$ cat src/rtl/board_render_uart.sv
// board_render_uart
//   Latches a ROWS x COLS board (one occupancy vector per player) on a start
//   request and streams it as ASCII text, one byte per handshake, to a
//   uart_tx-style sink. Optional '|' / "-+-" grid, CR LF line endings, and a
//   conflict marker for cells claimed by more than one player.
// Ports
//   clk        system clock
//   reset_n    asynchronous reset, active low
//   wr         start request, accepted only while ready=1
//   board      player p cell (r,c) = board[p*ROWS*COLS + r*COLS + c]
//   ready      1 = idle, will accept wr
//   done       one-cycle pulse once the sink has taken the last byte
//   uart_wr    one-cycle byte strobe to the sink
//   uart_din   byte for the sink, held between strobes
//   uart_ready sink idle; drops after accepting a byte
module board_render_uart #(
    parameter int unsigned ROWS        = 3,
    parameter int unsigned COLS        = 3,
    parameter int unsigned PLAYERS     = 2,
    parameter int unsigned BORDER      = 1,
    parameter logic [31:0] SYMBOLS     = 32'h2A2B4F58,
    parameter logic [7:0]  EMPTY_CH    = 8'h2E,
    parameter logic [7:0]  CONFLICT_CH = 8'h23
) (
    input  logic                          clk,
    input  logic                          reset_n,
    input  logic                          wr,
    input  logic [PLAYERS*ROWS*COLS-1:0]  board,
    output logic                          ready,
    output logic                          done,
    output logic                          uart_wr,
    output logic [7:0]                    uart_din,
    input  logic                          uart_ready
);

    localparam int unsigned CELLS    = ROWS * COLS;
    localparam logic [3:0]  ROW_LAST = 4'(ROWS - 1);
    localparam logic [4:0]  COL_LAST = 5'(COLS - 1);
    localparam logic [4:0]  SEP_LAST = 5'(2 * COLS - 2);

    typedef enum logic [2:0] {StIdle, StEmit, StWaitBusy, StWaitIdle, StFin} state_t;
    typedef enum logic [2:0] {FCell, FVbar, FSep, FCr, FLf} field_t;

    state_t                      state_q;
    field_t                      field_q, field_d;
    logic [3:0]                  row_q, row_d;
    // Cell column on text rows, character position on separator rows.
    logic [4:0]                  col_q, col_d;
    logic                        sep_q, sep_d;    // current line is a separator line
    logic                        last_q, last_d;  // byte just sent ends the frame
    logic [PLAYERS*ROWS*COLS-1:0] snap_q;

    logic [7:0]       byte_d;
    logic [7:0]       cell_ch;
    logic [2:0]       hits;
    int unsigned      who;
    int unsigned      cell_idx;
    logic [CELLS-1:0] plane;
    logic [CELLS-1:0] plane_sh;
    logic [31:0]      sym_sh;

    // Character for the current cell: count players claiming it.
    always_comb begin
        hits     = '0;
        who      = 0;
        plane    = '0;
        plane_sh = '0;
        cell_idx = 32'(row_q) * COLS + 32'(col_q);
        for (int unsigned p = 0; p < PLAYERS; p++) begin
            plane    = snap_q[p*CELLS +: CELLS];
            plane_sh = plane >> cell_idx;
            if (plane_sh[0]) begin
                hits = hits + 3'd1;
                who  = p;
            end
        end
        sym_sh = SYMBOLS >> (8 * who);
        if (hits == 3'd0) begin
            cell_ch = EMPTY_CH;
        end else if (hits == 3'd1) begin
            cell_ch = sym_sh[7:0];
        end else begin
            cell_ch = CONFLICT_CH;
        end
    end

    // Byte for the current position and the position that follows it.
    always_comb begin
        row_d   = row_q;
        col_d   = col_q;
        field_d = field_q;
        sep_d   = sep_q;
        last_d  = 1'b0;
        byte_d  = 8'h00;
        unique case (field_q)
            FCell: begin
                byte_d = cell_ch;
                if (col_q == COL_LAST) begin
                    field_d = FCr;
                end else if (BORDER != 0) begin
                    field_d = FVbar;
                end else begin
                    col_d = col_q + 5'd1;
                end
            end
            FVbar: begin
                byte_d  = 8'h7C;
                col_d   = col_q + 5'd1;
                field_d = FCell;
            end
            FSep: begin
                byte_d = col_q[0] ? 8'h2B : 8'h2D;
                if (col_q == SEP_LAST) begin
                    field_d = FCr;
                end else begin
                    col_d = col_q + 5'd1;
                end
            end
            FCr: begin
                byte_d  = 8'h0D;
                field_d = FLf;
            end
            FLf: begin
                byte_d = 8'h0A;
                col_d  = '0;
                if (sep_q) begin
                    row_d   = row_q + 4'd1;
                    field_d = FCell;
                    sep_d   = 1'b0;
                end else if (row_q == ROW_LAST) begin
                    last_d = 1'b1;
                end else if (BORDER != 0) begin
                    field_d = FSep;
                    sep_d   = 1'b1;
                end else begin
                    row_d   = row_q + 4'd1;
                    field_d = FCell;
                end
            end
            default: field_d = FCell;
        endcase
    end

    always_ff @(posedge clk or negedge reset_n) begin
        if (!reset_n) begin
            state_q  <= StIdle;
            ready    <= 1'b1;
            done     <= 1'b0;
            uart_wr  <= 1'b0;
            uart_din <= 8'h00;
            row_q    <= '0;
            col_q    <= '0;
            field_q  <= FCell;
            sep_q    <= 1'b0;
            last_q   <= 1'b0;
            snap_q   <= '0;
        end else begin
            uart_wr <= 1'b0;
            done    <= 1'b0;
            case (state_q)
                StIdle: begin
                    if (wr) begin
                        snap_q  <= board;
                        ready   <= 1'b0;
                        row_q   <= '0;
                        col_q   <= '0;
                        field_q <= FCell;
                        sep_q   <= 1'b0;
                        last_q  <= 1'b0;
                        state_q <= StEmit;
                    end
                end
                StEmit: begin
                    if (uart_ready) begin
                        uart_wr  <= 1'b1;
                        uart_din <= byte_d;
                        row_q    <= row_d;
                        col_q    <= col_d;
                        field_q  <= field_d;
                        sep_q    <= sep_d;
                        last_q   <= last_d;
                        state_q  <= StWaitBusy;
                    end
                end
                StWaitBusy: begin
                    if (!uart_ready) state_q <= StWaitIdle;
                end
                StWaitIdle: begin
                    if (uart_ready) begin
                        if (last_q) begin
                            done    <= 1'b1;
                            state_q <= StFin;
                        end else begin
                            state_q <= StEmit;
                        end
                    end
                end
                StFin: begin
                    ready   <= 1'b1;
                    state_q <= StIdle;
                end
                default: state_q <= StIdle;
            endcase
        end
    end

endmodule

$ cat config.mk
export PLATFORM = sky130hd
export DESIGN_NAME = board_render_uart
export DESIGN_NICKNAME = d
export VERILOG_FILES = /design/src/rtl/board_render_uart.sv
export SDC_FILE = /design/constraint.sdc
export NUM_CORES = 1
export LEC_CHECK = 0
export CAP_MARGIN = 10
export CORE_UTILIZATION = 43
export CTS_BUF_LIST = sky130_fd_sc_hd__clkbuf_8
export CTS_CLUSTER_SIZE = 20
export DETAILED_ROUTE_END_ITERATION = 16
export PLACE_DENSITY = 0.74
export SLEW_MARGIN = 20
export SYNTH_ARGS = -nofsm -noshare
export SYNTH_HDL_FRONTEND = slang
export SYNTH_SLANG_ARGS = --single-unit
$ cat constraint.sdc
create_clock -name clk -period 4.1 [get_ports clk]
set_clock_uncertainty 0.2 [all_clocks]
set_input_delay 0.82 -clock clk [delete_from_list [all_inputs] [get_ports clk]]
set_output_delay 0.82 -clock clk [all_outputs]
set_load 0.01 [all_outputs]
==> results.yml <==
sta:
  period_share_pct: 88.0
  fmax_mhz: 277
  rsz0062_at_grt: "false"
  worst_pin_slew_ps: 666
  finalHoldViolCount: 0
  setup_viol: 0
  tns_ps: 0
  maxSlewViolCount: 0
  layout_min_cycle_time_ps: 3610
  relSlewSlack_pct: 55.0
power:
  power_frac_comb_pct: 48.9
  ir_worst_vdd_mv: 0.318
  p_clk_share_pct: 15.6
  power.density_nw_per_um2: 704
  p_int_mw: 1.39
  leakagePower_nw: 1.36
  power.switching_uw: 814
  seqPwrFrac_pct: 35.5
  swShare_pct: 36.9
finish:
  num-fill-cells: 555
  final_nets: 317
  fin_area_um2: 3130
  multi_input_area_um2: 1440
  area_growth_pct: 17.6
  drive_gt1_share_pct: 15.6
  antennaDiodeCount: 0
  register_area_um2: 1130
yosys:
  avgSynthCellArea_um2: 10.7
  yosysSeqAreaShare_pct: 42.3
  synth_ff_type: "dfrtp_1"
  synthArstFlopShare_pct: 100
  synth_cell_type_count: 57
  syn_area_um2: 2660
  yosysWarningCount: 0
  synthesis.nets: 291
  synth_edf_count: 0
  syn_inst: 248
  ys_seq_elements: 45
outcome:
  status: "finished, final reports clean"
worst_hold_path:
  hold-path-endpoint: "uart_din[3]"
  hold_class: "register to register"
  hold_path_depth: 2
  hold_start: "uart_din[3]"
grt:
  grt-ovfl-total: 0
  antenna_found_initial: 0
  track_usage_pct: 17.9
  grt_pass1_wl_mm: 8.83
  grt_start_max_net_pins: 46
  grt_pass1_vias: 1874
floorplanning:
  core_um2: 5960
  ios: 33
  dieArea_um2: 6510
  die_w_um: 80.7
  rows: 28
  initial_core_util_pct: 44.7
  dieHeight_um: 80.7
critical_path:
  slowest_delay_ps: 620
  path_cells: "fa_1 > ha_1 > fa_1 > mux4_2 > mux2_2 > nand4_1 > a221o_1 > ha_1 > nor3_1 > nor2_1 > o31ai_1"
  slowest_stage: "fa_1"
  ff2ff_path_depth: 11
  arrival_ps: 3620
  rr_endpoint: "uart_din[0]"
  criticalPathCategory: "register to register"
  reg2reg_slack_ps: 490
  cp.required_ps: 4110
  critPathCaptureType: "register"
  crit_fanout: 7
  worstSetupStartpointType: "register"
  worstReg2RegStart: "row_q[1]"
route:
  routedWlPerCell_um: 14.0
  drtIter0Drc: 172
  ant_nets: 0
  vias: 1894
  drt_drc_violations_left: 0
  drtPass1Iterations: 4
  wl_mm: 4.91
  via_per_inst: 5.41
cts:
  hold_buffers: 0
  post_cts_buffers: 0
  clk_root_buffer_cell: "clkbuf_8"
  cts.sinks: 45
  clk_pin_slew_ps: 80
  clockBufferDepth: 2
  clk_latency_ps: 300
  cts_tree: "done"
  htree_levels: 2
  cts_resized: 0
  cts_inserted_buffers: 5
placed_design:
  gp_congestion: 0.807
  place_hpwl_mm: 3.72
  dpl-instance-area_um2: 3010
  io_buffers: 31
job:
  drv_cap: 0
## registers in the layout (all words and copies together) (netlist names)
| name | count |
|---|---|
| sep_q | 1 |
| ready | 1 |
| row_q | 4 |
| col_q | 5 |
| done | 1 |
| last_q | 1 |
| snap_q | 18 |
| uart_wr | 1 |
| field_q | 3 |
| state_q | 3 |
| uart_din | 7 |
## cell usage after synthesis, types with 3 or more instances
| library cell | instances | area share, % |
|---|---|---|
| nor2_1 | 15 | 2.1 |
| buf_2 | 4 | 0.75 |
| fa_1 | 4 | 3.0 |
| nor3_1 | 6 | 1.1 |
| clkbuf_1 | 7 | 0.99 |
| mux2_2 | 21 | 8.9 |
| inv_1 | 8 | 1.1 |
| ha_1 | 17 | 8.0 |
| mux2i_1 | 5 | 1.9 |
| a21oi_1 | 10 | 1.9 |
| nand3_1 | 9 | 1.7 |
| xnor2_1 | 3 | 0.99 |
| buf_4 | 3 | 0.85 |
| nand2_1 | 27 | 3.8 |
| o21ai_0 | 12 | 2.3 |
| dfrtp_1 | 44 | 41 |
## per-layer routing
metal / wire, um / vias to the layer above / share of wire (%) / GRT usage, %
met5: 0 / - / 0 / 0
met4: 57 / 0 / 1.2 / 5.36
met3: 116 / 6 / 2.4 / 3.75
met2: 2510 / 24 / 51 / 30.8
met1: 2220 / 928 / 45 / 22.3
li1: - / 936 / - / -
## worst max-delay path, delay by kind of cell (launching register included)
kind,cells,cell delay [ps]
AND/OR/NAND/NOR,3,340
flip-flops,1,480
adder cells (fa/ha/maj),4,1550
AO/OA/AOI/OAI,2,570
multiplexers,2,380
## power by group through the flow
stage | logic [mW] | registers, mW | clock network [mW]
6_report | 1.08 | 0.782 | 0.344
5_1_grt | 1.22 | 0.814 | 0.369
4_1_cts | 1.10 | 0.785 | 0.357
3_5_place_dp | 1.10 | 0.793 | 0
3_3_place_gp | 1.07 | 0.783 | 0
2_1_floorplan | 0.845 | 0.736 | 0
## how the worst max path moves through the flow
stage	from	slack, ps	to
after floorplan	row_q[1]	750	uart_din[0]
after global placement	row_q[1]	600	uart_din[0]
after detailed placement	row_q[1]	510	uart_din[6]
after CTS	row_q[1]	490	uart_din[0]
after global routing	row_q[1]	190	uart_din[0]
final	row_q[1]	490	uart_din[0]
## cell families (layout without fill, tap and decap cells)
group                    count (synthesis)  after routing  share of synthesized area (%)
adder cells (fa/ha/maj)                 21             21                           11.0
AND/OR/NAND/NOR                         84             84                           16.6
AO/OA/AOI/OAI                           42             42                           11.9
multiplexers                            29             29                           13.0
XOR/XNOR                                 4              4                           1.32
other                                    1              1                          0.141
buffers and inverters                   22             49                           3.71
flip-flops                              45             45                           42.3
## layout by cell type, fill, tap and decap left out, types with 3 or more instances in the layout
| cell type | instances |
|---|---|
| dfrtp_1 | 44 |
| clkdlybuf4s50_1 | 30 |
| nand2_1 | 27 |
| mux2_2 | 21 |
| ha_1 | 17 |
| nor2_1 | 15 |
| o21ai_0 | 12 |
| a21oi_1 | 10 |
| inv_1 | 9 |
| nand3_1 | 9 |
| nor3_1 | 6 |
| clkbuf_8 | 6 |
| mux2i_1 | 5 |
| fa_1 | 4 |
| xnor2_1 | 3 |
| buf_4 | 3 |
## area by class of cell
class / instances / share of cell area [%]
clock buffer: 6 / 2.64
timing repair buffer: 33 / 10.3
clock inverter: 2 / 1.08
inverter: 8 / 0.959
sequential: 45 / 36.0
multi-input combinational: 181 / 46.0
tap: 75 / 3.00
## stage by stage
| stage | instances | power (mW) | worst slack, ps | utilization [%] | hold slack (ps) |
|---|---|---|---|---|---|
| 2_1_floorplan | 248 | 1.58 | 754 | - | 275 |
| 3_3_place_gp | 342 | 1.85 | 604 | 50.6 | 253 |
| 3_5_place_dp | 342 | 1.89 | 506 | 50.6 | 264 |
| 4_1_cts | 350 | 2.24 | 487 | 52.5 | 283 |
| 5_1_grt | 350 | 2.40 | 193 | 52.6 | 324 |
| 6_report | 350 | 2.21 | 494 | 52.6 | 270 |
Power figures use the tool's default switching activity.
